--- config.mk ---
export PLATFORM = sky130hd
export DESIGN_NAME = matrix_mac_engine
export DESIGN_NICKNAME = d
export VERILOG_FILES = /design/src/rtl/matrix_mac_engine.sv
export SDC_FILE = /design/constraint.sdc
export NUM_CORES = 1
export LEC_CHECK = 0
export CORE_ASPECT_RATIO = 0.7
export CORE_UTILIZATION = 54
export CTS_CLUSTER_SIZE = 25
export DETAILED_ROUTE_END_ITERATION = 10
export MAX_ROUTING_LAYER = met4
export PLACE_DENSITY = 0.81
export SYNTH_ARGS = -nofsm -noshare
export SYNTH_HDL_FRONTEND = slang
export SYNTH_SLANG_ARGS = --single-unit
--- constraint.sdc ---
create_clock -name CLK -period 6.75 [get_ports CLK]
set_clock_uncertainty 0.15 [all_clocks]
set_input_delay 1.35 -clock CLK [delete_from_list [all_inputs] [get_ports CLK]]
set_output_delay 1.35 -clock CLK [all_outputs]
set_load 0.01 [all_outputs]
--- src/rtl/matrix_mac_engine.sv ---
// Sequential C = A x B engine: snapshots both operand matrices on start, performs one
// multiply-accumulate per cycle and streams results row-major over a valid/ready handshake.
module matrix_mac_engine #(
  parameter int unsigned DATA_W  = 4,
  parameter int unsigned MAX_DIM = 2,
  parameter int unsigned DIM_W   = $clog2(MAX_DIM) + 1,
  parameter int unsigned ACC_W   = 2 * DATA_W + $clog2(MAX_DIM)
) (
  input  logic                              CLK,
  input  logic                              RST_N,
  input  logic                              start,
  input  logic [DIM_W-1:0]                  R1,
  input  logic [DIM_W-1:0]                  C1,
  input  logic [DIM_W-1:0]                  R2,
  input  logic [DIM_W-1:0]                  C2,
  input  logic [MAX_DIM*MAX_DIM*DATA_W-1:0] matrix_1,
  input  logic [MAX_DIM*MAX_DIM*DATA_W-1:0] matrix_2,
  output logic                              busy,
  output logic                              res_valid,
  input  logic                              res_ready,
  output logic [ACC_W-1:0]                  res_data,
  output logic [DIM_W-1:0]                  res_row,
  output logic [DIM_W-1:0]                  res_col,
  output logic                              res_last,
  output logic                              done,
  output logic                              err_dim
);

  localparam int unsigned NumEl = MAX_DIM * MAX_DIM;
  localparam int unsigned MatW  = NumEl * DATA_W;
  localparam int unsigned IdxW  = (NumEl > 1) ? $clog2(NumEl) : 1;
  localparam int unsigned ProdW = 2 * DATA_W;

  localparam logic [DIM_W-1:0] DimOne = DIM_W'(1);
  localparam logic [DIM_W-1:0] DimMax = DIM_W'(MAX_DIM);

  typedef enum logic [2:0] {
    StIdle,
    StCheck,
    StMac,
    StOut,
    StDone
  } state_e;

  state_e            state_q, state_d;
  logic [DIM_W-1:0]  r1_q, r1_d, c1_q, c1_d, r2_q, r2_d, c2_q, c2_d;
  logic [MatW-1:0]   m1_q, m1_d, m2_q, m2_d;
  logic [DIM_W-1:0]  i_q, i_d, j_q, j_d, k_q, k_d;
  logic [ACC_W-1:0]  acc_q, acc_d;
  logic              err_q, err_d;

  logic [DATA_W-1:0] a_el [NumEl];
  logic [DATA_W-1:0] b_el [NumEl];
  logic [IdxW-1:0]   a_idx, b_idx;
  logic [ProdW-1:0]  prod;
  logic              dim_bad, last_i, last_j, last_k;

  always_comb begin
    for (int e = 0; e < NumEl; e++) begin
      a_el[e] = m1_q[e*DATA_W +: DATA_W];
      b_el[e] = m2_q[e*DATA_W +: DATA_W];
    end
  end

  // Dense row-major packing: A uses stride C1, B uses stride C2.
  always_comb begin
    a_idx = IdxW'(i_q) * IdxW'(c1_q) + IdxW'(k_q);
    b_idx = IdxW'(k_q) * IdxW'(c2_q) + IdxW'(j_q);
    prod  = ProdW'(a_el[a_idx]) * ProdW'(b_el[b_idx]);
  end

  always_comb begin
    dim_bad = (r1_q == '0) || (c1_q == '0) || (r2_q == '0) || (c2_q == '0) ||
              (r1_q > DimMax) || (c1_q > DimMax) || (r2_q > DimMax) || (c2_q > DimMax) ||
              (c1_q != r2_q);
    last_i  = (i_q == r1_q - DimOne);
    last_j  = (j_q == c2_q - DimOne);
    last_k  = (k_q == c1_q - DimOne);
  end

  always_comb begin
    state_d = state_q;
    r1_d    = r1_q;
    c1_d    = c1_q;
    r2_d    = r2_q;
    c2_d    = c2_q;
    m1_d    = m1_q;
    m2_d    = m2_q;
    i_d     = i_q;
    j_d     = j_q;
    k_d     = k_q;
    acc_d   = acc_q;
    err_d   = err_q;

    unique case (state_q)
      StIdle: begin
        if (start) begin
          r1_d    = R1;
          c1_d    = C1;
          r2_d    = R2;
          c2_d    = C2;
          m1_d    = matrix_1;
          m2_d    = matrix_2;
          err_d   = 1'b0;
          state_d = StCheck;
        end
      end
      StCheck: begin
        if (dim_bad) begin
          err_d   = 1'b1;
          state_d = StDone;
        end else begin
          i_d     = '0;
          j_d     = '0;
          k_d     = '0;
          acc_d   = '0;
          state_d = StMac;
        end
      end
      StMac: begin
        acc_d = acc_q + ACC_W'(prod);
        if (last_k) begin
          state_d = StOut;
        end else begin
          k_d = k_q + DimOne;
        end
      end
      StOut: begin
        if (res_ready) begin
          acc_d = '0;
          k_d   = '0;
          if (last_j) begin
            j_d = '0;
            i_d = i_q + DimOne;
          end else begin
            j_d = j_q + DimOne;
          end
          state_d = (last_i && last_j) ? StDone : StMac;
        end
      end
      StDone: begin
        state_d = StIdle;
      end
      default: begin
        state_d = StIdle;
      end
    endcase
  end

  always_ff @(posedge CLK or negedge RST_N) begin
    if (!RST_N) begin
      state_q <= StIdle;
      r1_q    <= '0;
      c1_q    <= '0;
      r2_q    <= '0;
      c2_q    <= '0;
      m1_q    <= '0;
      m2_q    <= '0;
      i_q     <= '0;
      j_q     <= '0;
      k_q     <= '0;
      acc_q   <= '0;
      err_q   <= 1'b0;
    end else begin
      state_q <= state_d;
      r1_q    <= r1_d;
      c1_q    <= c1_d;
      r2_q    <= r2_d;
      c2_q    <= c2_d;
      m1_q    <= m1_d;
      m2_q    <= m2_d;
      i_q     <= i_d;
      j_q     <= j_d;
      k_q     <= k_d;
      acc_q   <= acc_d;
      err_q   <= err_d;
    end
  end

  // Result fields are forced to zero whenever no element is being offered.
  always_comb begin
    busy      = (state_q != StIdle);
    res_valid = (state_q == StOut);
    res_data  = res_valid ? acc_q : '0;
    res_row   = res_valid ? i_q : '0;
    res_col   = res_valid ? j_q : '0;
    res_last  = res_valid && last_i && last_j;
    done      = (state_q == StDone);
    err_dim   = err_q;
  end

endmodule

== Word level (Yosys, flattened, before mapping) ==
Cells that the tools add are included.
Operators by class
  reductions and logical operators: 27
  multiplexer cells: 31
  multipliers: 3
  add/sub/neg operators: 9
  order comparisons: 6
  equality and inequality tests: 15
  bitwise operators: 2
Operator list (count)
  $mux 9: 3
  $pmux 9 s3: 1
  $mux 2: 9
  $bmux 4 s2: 2
  $mux 4: 4
  $mux 3: 5
  $pmux 3 s4: 1
  $reduce_and 3->1: 4
  $ne 2x2->1 const B: 5
  $add 9x8->9: 1
  $gt 2x2->1 const B: 4
  $logic_not 2->1: 4
  $logic_or 1x1->1: 8
  $mul 4x4->8: 1
  $pmux 2 s2: 2
  $reduce_and 4->1: 2
  $add 2x1->2 const B: 3
  $eq 2x2->1: 3
  $eq 3x2->1 const B: 2
  $ge 3x3->1 const B: 2
  $not 2->3: 2
  $pmux 2 s3: 1
  $reduce_bool 3->1: 2
  $sub 2x1->2 const B: 3
  other kinds (12): 19
Word-level totals
  input port bits: 44
  word-level logic and storage cells: 105
  output and inout bits: 18
  register bits after elaboration: 59

== Depth between registers and ports, before layout ==
Gate-level depths: netlist of the first run.
  depth after elaboration: 11
  gate-level depth with buffers: 19

== Least setup slack after synthesis of the first run ==
OpenSTA, ideal clock, no wires.
  kind: register to register
  start: register c1_q[0]
  end: register acc_q[8]
  stages on the path, launching flop included: 18
  slack: 2.036 ns
  arrival: 4.484 ns
  required time: 6.521 ns
  period minus slack after synthesis: 4.714 ns
  cell sequence: dfrtp_1 -> and2_1 -> ha_1 -> xnor2_1 -> xnor2_1 -> xnor2_1 -> mux4_2 -> nand2_1 -> fa_1 -> fa_1 -> fa_1 -> inv_1 -> ha_1 -> o211ai_1 -> o211ai_1 -> a21oi_1 -> mux2i_1 -> mux2i_1
Between the ends
  cells in the longest elaborated chain, start to end: 11
  elaborated cells between the ends (all ways): 22
  those cells by class: 2 x add/sub; 2 x mul; 1 x order compare; 2 x eq/ne; 4 x mux; 1 x bitwise; 10 x reduce/logical
RTL lines
  start, declared: line 46  | logic [DIM_W-1:0] r1_q, r1_d, c1_q, c1_d, r2_q, r2_d, c2_q, c2_d;
  start signal, assigned: line 154  | c1_q <= '0;
  start signal, assigned: line 167  | c1_q <= c1_d;
  parallel branches: the longest is 11 deep, another holds $add 9x8->9
  end signal, assigned: line 162  | acc_q <= '0;
  end signal, assigned: line 175  | acc_q <= acc_d;
  end, declared: line 49  | logic [ACC_W-1:0] acc_q, acc_d;
Parallel ways; which one is timed is not known. The select of a mux whose other input is x is not followed.
A chain may end at the register's enable or synchronous reset.

== Final worst setup path of the first run ==
Ends and elaborated chain as after synthesis.

==> impl_metrics.sql, run 1 <==
INSERT INTO impl_metrics (metric_group, metric, value, unit) VALUES
('cts', 'cts_inserted_buffers', '9', ''),
('worst_hold_path', 'timing.hold.worst.start', 'acc_q[8]', ''),
('sta', 'grt_setup_unrepaired', 'false', ''),
('synth', 'synth_enable_flop_cells', '0', ''),
('detailed_routing', 'drc', '0', ''),
('cts', 'worst_skew_pair.late_latency', '0.34', 'ns'),
('grt', 'global_route_wire_length_before_repair', '13390', 'um'),
('sta', 'slew-limit-headroom', '0.3617', ''),
('synth', 'sequential_cell_area_fraction_in_the_yosys_report', '0.3968', ''),
('sta', 'max_slew.worst_pin.slew', '0.9575', 'ns'),
('synth', 'postSynth.topFlopCell', 'dfrtp_1', ''),
('cts', 'clock_sinks', '59', ''),
('synth', 'post_synth_inst_count', '349', ''),
('sta', 'period_minus_slack', '5.295', 'ns'),
('detailed_routing', 'wirelength_met1', '3715', 'um'),
('cts', 'cts_resized', '0', ''),
('floorplan', 'row_count', '24', ''),
('synth', 'ys_ff_latch', '59', ''),
('grt', 'overflow', '0', ''),
('floorplan', 'die_width', '101.2', 'um'),
('floorplan', 'die-area', '0.007232', 'mm2'),
('outcome', 'status', 'complete, no violations', ''),
('cts', 'cts_htree_levels', '3', ''),
('detailed_routing', 'final_antenna_net_count', '0', ''),
('sta', 'min_period_over_period', '0.7845', ''),
('grt', 'grt_max_degree', '60', ''),
('cts', 'ctsHoldBuffers', '0', ''),
('cells_and_area', 'areaGrowthSynthToFinish', '24.24', '%'),
('sta', 'fin_tns_setup', '0', 'ns'),
('critical_path', 'critical_path.startpoint_type', 'flip-flop', ''),
('worst_hold_path', 'min_path_cells', '1', ''),
('critical_path', 'r2r_slack', '1.45', 'ns'),
('sta', 'final-hold-violation-count', '0', ''),
('detailed_routing', 'dr.pass1.iters', '4', ''),
('worst_hold_path', 'timing.hold.worst_endpoint', 'acc_q[8]', ''),
('critical_path', 'crit-reg2reg-capture', 'acc_q[8]', ''),
('detailed_routing', 'drt-initial-drc-count', '142', ''),
('critical_path', 'worst_ep_arrival_time', '5.41', 'ns'),
('grt', 'global_route.usage.total', '0.2538', ''),
('detailed_routing', 'met3RoutedLength', '385', 'um'),
('place', 'gp_congestion', '0.8909', ''),
('cells_and_area', 'fraction_of_layout_cells_with_a_size_suffix_above_1', '0.08717', ''),
('synth', 'synth_fp_nets', '427', ''),
('place', 'io_buffers', '61', ''),
('cts', 'path_clk_slew', '0.08', 'ns'),
('detailed_routing', 'top_signal_layer_used', 'met4', ''),
('sta', 'maxClockFrequency', '0.1888', 'GHz'),
('synth', 'synth_top_area_frac', '0.3968', ''),
('synth', 'synth.largest_area_cell', 'dfrtp_1', ''),
('floorplan', 'die_h', '71.45', 'um'),
('critical_path', 'worst-r2r-cell-count', '17', ''),
('floorplan', 'boundaryPins', '62', ''),
('detailed_routing', 'drt-wirelength-per-cell', '15.94', 'um'),
('synth', 'cell_area_after_synthesis', '0.003721', 'mm2'),
('critical_path', 'worst_ep_required_time', '6.87', 'ns'),
('synth', 'synth_warn', '0', ''),
('sta', 'minimum_hold_slack', '0.3392', 'ns'),
('flow_run', 'drv.max_cap_violation_count', '0', ''),
('cts', 'tritoncts', 'built', ''),
('detailed_routing', 'routed-via-count', '2746', ''),
('power', 'power_density', '258.8', 'mW/mm2'),
('sta', 'timing.final.setup_violations', '0', ''),
('place', 'post-dp-hpwl', '6008', 'um'),
('synth', 'postSynthAreaPerCell', '10.66', 'um2'),
('cells_and_area', 'layout_commonest_cell', 'clkdlybuf4s50_1', ''),
('sta', 'maxSlewViolCount', '0', ''),
('critical_path', 'worstSetupEndpointType', 'flip-flop', ''),
('detailed_routing', 'drt-total-wl', '8033', 'um'),
('cells_and_area', 'final_cell_mix', '60 x clkdlybuf4s50_1, 59 x dfrtp_1, 36 x inv_1', ''),
('power', 'peakVddDrop', '0.0001531', 'V'),
('floorplan', 'start_util', '0.5790', '');
## registers in the layout (all words and copies together) (netlist names)
name	count
acc_q	9
m2_q	16
c2_q	2
err_dim	1
state_q	3
j_q	2
i_q	2
r1_q	2
c1_q	2
k_q	2
m1_q	16
r2_q	2
## report_power, final
| part | total (mW) | leakage [nW] | internal (mW) | switching [mW] |
|---|---|---|---|---|
| Combinational | 0.393 | 1.34 | 0.186 | 0.207 |
| Sequential | 0.424 | 0.773 | 0.382 | 0.0416 |
| Clock | 0.379 | 0.117 | 0.222 | 0.157 |
| Total | 1.20 | 2.23 | 0.790 | 0.406 |
## cell families after synthesis
| kind of cell | Yosys count | synth area share |
|---|---|---|
| AO/OA/AOI/OAI | 49 | 0.08474 |
| adder cells (fa/ha/maj) | 34 | 0.1325 |
| buffers and inverters | 50 | 0.05212 |
| multiplexers | 45 | 0.1594 |
| flip-flops | 59 | 0.3968 |
| XOR/XNOR | 16 | 0.03766 |
| AND/OR/NAND/NOR | 96 | 0.1369 |
## worst max-delay path by stage
stage,from,to,slack [ns],depth (start not counted)
floorplan,c1_q[0],acc_q[8],2.04,17
global placement,k_q[0],acc_q[8],1.84,17
detailed placement,c1_q[0],acc_q[8],1.60,17
CTS,c1_q[0],acc_q[8],1.47,17
global route,c1_q[0],acc_q[8],1.19,17
finish,c1_q[0],acc_q[8],1.45,17
## through the flow
step / power (mW) / cells / cell area [um2] / util / setup WS (ns)
6_report: 1.196 / 504 / 4623 / 0.7194 / 1.455
5_1_grt: 1.263 / 504 / 4623 / 0.7194 / 1.190
4_1_cts: 1.202 / 504 / 4623 / 0.7194 / 1.474
3_5_place_dp: 0.8234 / 488 / 4390 / 0.6832 / 1.595
3_3_place_gp: 0.8066 / 488 / 4390 / 0.6832 / 1.840
2_1_floorplan: 0.7019 / 349 / 3721 / - / 2.036
## synthesized netlist by cell type, types with 3 or more instances
cell type / instances
o21ai_1: 16
and3_1: 9
mux2_2: 6
a21o_1: 3
a21oi_1: 5
fa_1: 9
and2_1: 16
o21a_1: 3
mux2i_1: 3
nor3b_1: 3
mux4_2: 8
mux2_1: 28
dfrtp_1: 59
o21ai_0: 8
nor2_1: 14
ha_1: 25
nand2_1: 30
nand3_1: 7
buf_2: 5
a211oi_1: 3
nor2b_1: 3
xnor2_1: 12
inv_1: 36
xor2_1: 4
clkbuf_1: 9
nor3_1: 3
## layout make-up
cell class / count / area (um2)
clock buffers: 10 / 137.6
clock inverters: 6 / 95.09
fillers: 485 / 1803
inverters: 36 / 135.1
multi-input cells: 240 / 2052
flip-flops and latches: 59 / 1476
well taps: 91 / 113.9
repair buffers: 62 / 613.1
## critical path, stage by stage (launching register included)
cell	delay [ns]
dfrtp_1	0.46
and2_1	0.20
ha_1	0.19
xnor2_1	0.23
xnor2_1	0.15
xnor2_1	0.38
mux4_2	0.43
nand2_1	0.12
fa_1	0.45
fa_1	0.53
fa_1	0.54
inv_1	0.05
ha_1	0.35
o211ai_1	0.23
o211ai_1	0.13
a21oi_1	0.18
mux2i_1	0.24
mux2i_1	0.20
## per-layer routing
metal	vias up	GRT usage
met3	6	0.06634
met1	1349	0.3351
met5	-	-
met2	78	0.4006
met4	0	0.04831
li1	1313	-
Note: power is estimated with default switching activity, not from simulation.
==> inputs of run 2 (changes only) <==
Clock period 6.75 ns to 5.48 ns, I/O delays scaled along.
==> impl_metrics.sql, run 2 (synthesis results as in run 1) <==
INSERT INTO impl_metrics (metric_group, metric, value, unit) VALUES
('outcome', 'status', 'complete, no violations', ''),
('detailed_routing', 'drt-total-wl', '7685', 'um'),
('cts', 'post_cts_buffers', '0', ''),
('cts', 'maximum_clock_path_buffer_count', '2', ''),
('cts', 'ctsRootBufferMaster', 'clkbuf_8', ''),
('cells_and_area', 'biggestRegsByFlops', 'm1_q: 16 flops, m2_q: 16 flops, acc_q: 9 flops', ''),
('critical_path', 'cp_num_buf_inv', '1', ''),
('sta', 'fin_tns_setup', '0', 'ns'),
('power', 'power.leakage', '2.227', 'nW'),
('critical_path', 'crit_fanout', '7', ''),
('critical_path', 'slowest_stage', 'fa_1', ''),
('grt', 'overflow', '0', ''),
('cells_and_area', 'post_layout_nonfiller_instances', '504', ''),
('cells_and_area', 'fraction_of_layout_cells_with_a_size_suffix_above_1', '0.08959', ''),
('floorplan', 'start_util', '0.5790', ''),
('worst_hold_path', 'timing.hold.worst.start', 'acc_q[8]', ''),
('floorplan', 'die_h', '71.45', 'um'),
('floorplan', 'core', '0.006426', 'mm2'),
('detailed_routing', 'routed-via-count', '2721', ''),
('flow_run', 'drv.max_cap_violation_count', '0', ''),
('sta', 'maxClockFrequency', '0.1967', 'GHz'),
('cells_and_area', 'fin_nets', '486', ''),
('sta', 'slew-limit-headroom', '0.3706', ''),
('critical_path', 'worst_ep_arrival_time', '5.19', 'ns'),
('place', 'io_buffers', '61', ''),
('critical_path', 'worstSetupEndpointType', 'flip-flop', ''),
('power', 'pwr-share-clk', '0.300', ''),
('power', 'total_power', '1.462', 'mW'),
('critical_path', 'crit_path_frequent_cell', 'fa_1', ''),
('grt', 'global_route.usage.total', '0.2458', ''),
('power', 'power.switching', '494.0', 'uW'),
('grt', 'global_route_wire_length_before_repair', '13110', 'um'),
('detailed_routing', 'drt-vias-per-instance', '5.399', ''),
('floorplan', 'boundaryPins', '62', ''),
('cts', 'cts_inserted_buffers', '9', ''),
('cts', 'ctsHoldBuffers', '0', ''),
('worst_hold_path', 'timing.hold.worst_endpoint', 'acc_q[8]', ''),
('sta', 'grt_setup_unrepaired', 'false', ''),
('sta', 'maxSlewViolCount', '0', ''),
('sta', 'timing.final.setup_violations', '0', ''),
('detailed_routing', 'dr.pass1.iters', '4', ''),
('critical_path', 'critical_path.startpoint_type', 'flip-flop', ''),
('cells_and_area', 'layout.cell_area.non_filler', '0.004622', 'mm2'),
('sta', 'max_slew.worst_pin.slew', '0.9441', 'ns'),
('grt', 'first_global_vias', '2756', ''),
('grt', 'grt_max_degree', '60', ''),
('sta', 'final-hold-violation-count', '0', ''),
('critical_path', 'crit_chain', 'and2_1 -> ha_1 -> xnor2_1 -> xnor2_1 -> xnor2_2 -> mux4_2 -> nand2_1 -> fa_1 -> fa_1 -> fa_1 -> inv_1 -> ha_1 -> o211ai_1 -> o211ai_1 -> a21oi_1 -> mux2i_1 -> mux2i_1', ''),
('critical_path', 'worst-r2r-cell-count', '17', ''),
('place', 'post-dp-hpwl', '5860', 'um'),
('cts', 'cts_htree_levels', '3', ''),
('sta', 'min_period_over_period', '0.9279', ''),
('worst_hold_path', 'min_path_cells', '1', ''),
('place', 'placed_area', '0.004390', 'mm2'),
('critical_path', 'crit-reg2reg-capture', 'acc_q[8]', ''),
('critical_path', 'r2r_slack', '0.40', 'ns'),
('critical_path', 'cp_top_family', 'adder cells', ''),
('cts', 'cts_resized', '0', ''),
('cts', 'worst_skew_pair.late_latency', '0.33', 'ns'),
('sta', 'minimum_hold_slack', '0.3240', 'ns'),
('cells_and_area', 'areaGrowthSynthToFinish', '24.21', '%'),
('power', 'internal_power', '967.5', 'uW'),
('critical_path', 'worst_ep_required_time', '5.59', 'ns'),
('critical_path', 'slowest_delay', '0.52', 'ns'),
('power', 'peakVddDrop', '0.0001578', 'V'),
('cells_and_area', 'ff_latch_area', '0.001476', 'mm2'),
('floorplan', 'die-area', '0.007232', 'mm2'),
('cells_and_area', 'insertedDiodeCount', '0', ''),
('place', 'placedCellCount', '488', ''),
('detailed_routing', 'final_antenna_net_count', '0', ''),
('cells_and_area', 'final_cell_mix', '60 x clkdlybuf4s50_1, 59 x dfrtp_1, 36 x inv_1', ''),
('detailed_routing', 'drt-initial-drc-count', '151', ''),
('cells_and_area', 'multi_input_area', '0.002067', 'mm2'),
('place', 'gp_congestion', '0.8910', ''),
('cells_and_area', 'layout_commonest_cell', 'clkdlybuf4s50_1', ''),
('floorplan', 'row_count', '24', ''),
('cts', 'path_clk_slew', '0.07', 'ns'),
('detailed_routing', 'drt-wirelength-per-cell', '15.25', 'um'),
('cts', 'clock_sinks', '59', ''),
('critical_path', 'r2r_startpoint', 'c1_q[0]', ''),
('power', 'power_switching_share', '0.3380', ''),
('power', 'fraction_of_power_consumed_by_sequential_logic', '0.358', ''),
('grt', 'antenna_violations_before_repair', '0', ''),
('floorplan', 'die_width', '101.2', 'um'),
('cts', 'tritoncts', 'built', ''),
('sta', 'period_minus_slack', '5.085', 'ns'),
('cells_and_area', 'n_fill_cell', '485', ''),
('power', 'power_density', '316.2', 'mW/mm2'),
('worst_hold_path', 'hp-class', 'flip-flop to flip-flop', ''),
('power', 'power.combinational.fraction', '0.343', ''),
('critical_path', 'critPathKind', 'flip-flop to flip-flop', ''),
('detailed_routing', 'drc', '0', '');
-- run 2: worst max-delay path by stage --
stage	from	endpoint	slack, ns	cells past startpoint
2_1_floorplan	c1_q[0]	acc_q[8]	0.77	17
3_3_place_gp	k_q[0]	acc_q[8]	0.57	17
3_5_place_dp	c1_q[0]	acc_q[8]	0.29	17
4_1_cts	c1_q[0]	acc_q[8]	0.23	17
5_1_grt	c1_q[0]	acc_q[8]	0.12	17
6_report	c1_q[0]	acc_q[8]	0.40	17
-- run 2: through the flow --
stage          utilization  setup WS, ns
4_1_cts             0.7169        0.2320
2_1_floorplan            -        0.7663
6_report            0.7192        0.3953
3_5_place_dp        0.6832        0.2897
5_1_grt             0.7192        0.1198
3_3_place_gp        0.6832        0.5698
-- run 2: final cells by class --
| cell class | instances | share of cell area |
|---|---|---|
| Clock buffer | 10 | 0.02761 |
| Clock inverter | 6 | 0.01922 |
| Inverter | 36 | 0.02924 |
| Multi-Input combinational cell | 240 | 0.4472 |
| Sequential cell | 59 | 0.3194 |
| Tap cell | 91 | 0.02463 |
| Timing Repair Buffer | 62 | 0.1326 |
-- run 2: per-layer routing --
metal	vias up	GRT usage	routed length (um)
li1	1313	-	-
met3	13	0.06439	305
met4	0	0.06602	80
met2	73	0.3719	3638
met5	-	-	0
met1	1322	0.3305	3661
-- run 2: power groups by stage --
stage	Sequential, mW	Clock (mW)	Combinational, mW
finish	0.523	0.438	0.501
global route	0.529	0.464	0.553
global placement	0.527	0	0.466
detailed placement	0.530	0	0.483
CTS	0.522	0.441	0.490
floorplan	0.510	0	0.355
==> inputs of run 3 (changes only) <==
==> constraint.sdc (replaced) <==
create_clock -name CLK -period 5.3 [get_ports CLK]
set_clock_uncertainty 0.15 [all_clocks]
set_input_delay 0.53 -clock CLK [delete_from_list [all_inputs] [get_ports CLK]]
set_output_delay 0.53 -clock CLK [all_outputs]
set_load 0.01 [all_outputs]
==> impl_metrics.sql, run 3 (synthesis results as in run 1) <==
INSERT INTO impl_metrics (metric_group, metric, value, unit) VALUES
('outcome', 'status', 'complete, no violations', ''),
('cts', 'cts_inserted_buffers', '9', ''),
('cts', 'worst_skew_pair.late_latency', '0.34', 'ns'),
('critical_path', 'worst_ep_arrival_time', '5.16', 'ns'),
('place', 'post-dp-hpwl', '5905', 'um'),
('grt', 'grt_max_degree', '60', ''),
('cts', 'maximum_clock_path_buffer_count', '2', ''),
('cells_and_area', 'layout_commonest_cell', 'clkdlybuf4s50_1', ''),
('grt', 'first_global_vias', '2686', ''),
('detailed_routing', 'drc', '0', ''),
('grt', 'antenna_violations_before_repair', '0', ''),
('cells_and_area', 'post_layout_nonfiller_instances', '508', ''),
('sta', 'timing.final.setup_violations', '0', ''),
('sta', 'period_minus_slack', '5.045', 'ns'),
('cts', 'clock_sinks', '59', ''),
('cts', 'tritoncts', 'built', ''),
('flow_run', 'drv.max_cap_violation_count', '0', ''),
('power', 'power_density', '323.8', 'mW/mm2'),
('floorplan', 'die_h', '71.45', 'um'),
('place', 'placedCellCount', '488', ''),
('worst_hold_path', 'hp-class', 'input port to asynchronous set/reset pin', ''),
('cells_and_area', 'fin_nets', '490', ''),
('floorplan', 'row_count', '24', ''),
('detailed_routing', 'drt-total-wl', '7717', 'um'),
('power', 'total_power', '1.503', 'mW'),
('cts', 'path_clk_slew', '0.08', 'ns'),
('critical_path', 'worstSetupEndpointType', 'flip-flop', ''),
('sta', 'slew-limit-headroom', '0.3762', ''),
('critical_path', 'crit_fanout', '7', ''),
('power', 'peakVddDrop', '0.0001558', 'V'),
('place', 'io_buffers', '61', ''),
('cells_and_area', 'insertedDiodeCount', '0', ''),
('cts', 'ctsRootBufferMaster', 'clkbuf_8', ''),
('cells_and_area', 'multi_input_area', '0.002071', 'mm2'),
('floorplan', 'die_width', '101.2', 'um'),
('floorplan', 'boundaryPins', '62', ''),
('detailed_routing', 'dr.pass1.iters', '4', ''),
('detailed_routing', 'routed-via-count', '2718', ''),
('place', 'gp_congestion', '0.8913', ''),
('sta', 'min_period_over_period', '0.9519', ''),
('floorplan', 'die-area', '0.007232', 'mm2'),
('critical_path', 'worst_ep_required_time', '5.41', 'ns'),
('power', 'power.leakage', '2.240', 'nW'),
('detailed_routing', 'final_antenna_net_count', '0', ''),
('detailed_routing', 'drt-wirelength-per-cell', '15.19', 'um'),
('cells_and_area', 'n_fill_cell', '476', ''),
('critical_path', 'critPathKind', 'flip-flop to flip-flop', ''),
('sta', 'max_slew.worst_pin.slew', '0.9357', 'ns'),
('grt', 'global_route.usage.total', '0.2441', ''),
('floorplan', 'start_util', '0.5790', ''),
('detailed_routing', 'drt-initial-drc-count', '177', ''),
('grt', 'global_route_wire_length_before_repair', '12910', 'um'),
('cells_and_area', 'ff_latch_area', '0.001478', 'mm2'),
('detailed_routing', 'drt-vias-per-instance', '5.350', ''),
('cells_and_area', 'final_cell_mix', '60 x clkdlybuf4s50_1, 58 x dfrtp_1, 36 x inv_1', ''),
('sta', 'final-hold-violation-count', '0', ''),
('cts', 'cts_htree_levels', '3', ''),
('sta', 'maxSlewViolCount', '0', ''),
('cells_and_area', 'areaGrowthSynthToFinish', '24.71', '%'),
('critical_path', 'critical_path.startpoint_type', 'flip-flop', ''),
('cells_and_area', 'fraction_of_layout_cells_with_a_size_suffix_above_1', '0.1055', ''),
('cells_and_area', 'biggestRegsByFlops', 'm1_q: 16 flops, m2_q: 16 flops, acc_q: 9 flops', ''),
('sta', 'maxClockFrequency', '0.1982', 'GHz'),
('floorplan', 'core', '0.006426', 'mm2'),
('grt', 'overflow', '0', '');
run 3: worst max-delay path: stages, from the launching register on:
cell      delay, ns
dfrtp_1        0.45
and2_1         0.20
ha_1           0.19
xnor2_1        0.14
xnor2_1        0.25
xnor2_2        0.20
mux4_2         0.37
buf_4          0.16
and2_1         0.17
ha_1           0.30
ha_1           0.28
inv_1          0.05
fa_1           0.56
inv_1          0.06
ha_1           0.31
a211oi_1       0.38
o211ai_1       0.16
a21oi_2        0.15
mux2i_1        0.24
mux2i_1        0.21
run 3: what timing repair did:
action / 4_1_cts / 5_1_grt
setup buffers: 0 / 4
resized for setup: 0 / 4
hold buffers: 0 / 0
setup endpoints to repair: 0 / 2
run 3: final cells by class:
type	instances	area share
clock buffer	9	0.02669
multi-input combinational	240	0.4462
clock inverter	7	0.01645
sequential	59	0.3184
timing repair buffer	66	0.1386
inverter	36	0.02912
tap	91	0.02453
run 3: routing by layer:
layer	track usage	vias to the layer above	share of wire
met2	0.3704	68	0.46
met5	-	-	0
met3	0.05268	11	0.041
met4	0.06441	0	0.0095
li1	-	1322	-
met1	0.3353	1317	0.49
run 3: path summary, 6_finish.rpt:
check / from / end / slack, ns / depth (start not counted)
worst max-delay path: c1_q[0] / acc_q[8] / 0.25 / 19
worst min-delay path: RST_N / state_q[0] / 0.18 / 2
worst max register to register: c1_q[0] / acc_q[8] / 0.25 / 19
worst min register to register: m2_q[7] / m2_q[7] / 0.34 / 1
max in group asynchronous: RST_N / k_q[0] / 4.28 / 2
min in group CLK: m2_q[7] / m2_q[7] / 0.34 / 1
run 3: power by group:
| part | total (mW) | internal [mW] | switching, mW |
|---|---|---|---|
| clock | 0.419 | 0.219 | 0.200 |
| combinational | 0.542 | 0.270 | 0.272 |
| sequential | 0.542 | 0.488 | 0.0540 |
run 3: per-stage QoR:
step | hold WS (ns) | area [um2] | worst slack, ns | util | TNS [ns]
after CTS | 0.2206 | 4591 | 0.1162 | 0.7144 | 0
after detailed placement | 0.3200 | 4390 | 0.1590 | 0.6832 | 0
after floorplan | 0.08441 | 3721 | 0.5863 | - | 0
final | 0.1820 | 4641 | 0.2547 | 0.7222 | 0
after global placement | 0.3153 | 4390 | 0.3897 | 0.6832 | 0
after global routing | 0.2389 | 4641 | -0.0009739 | 0.7222 | -0.0009739
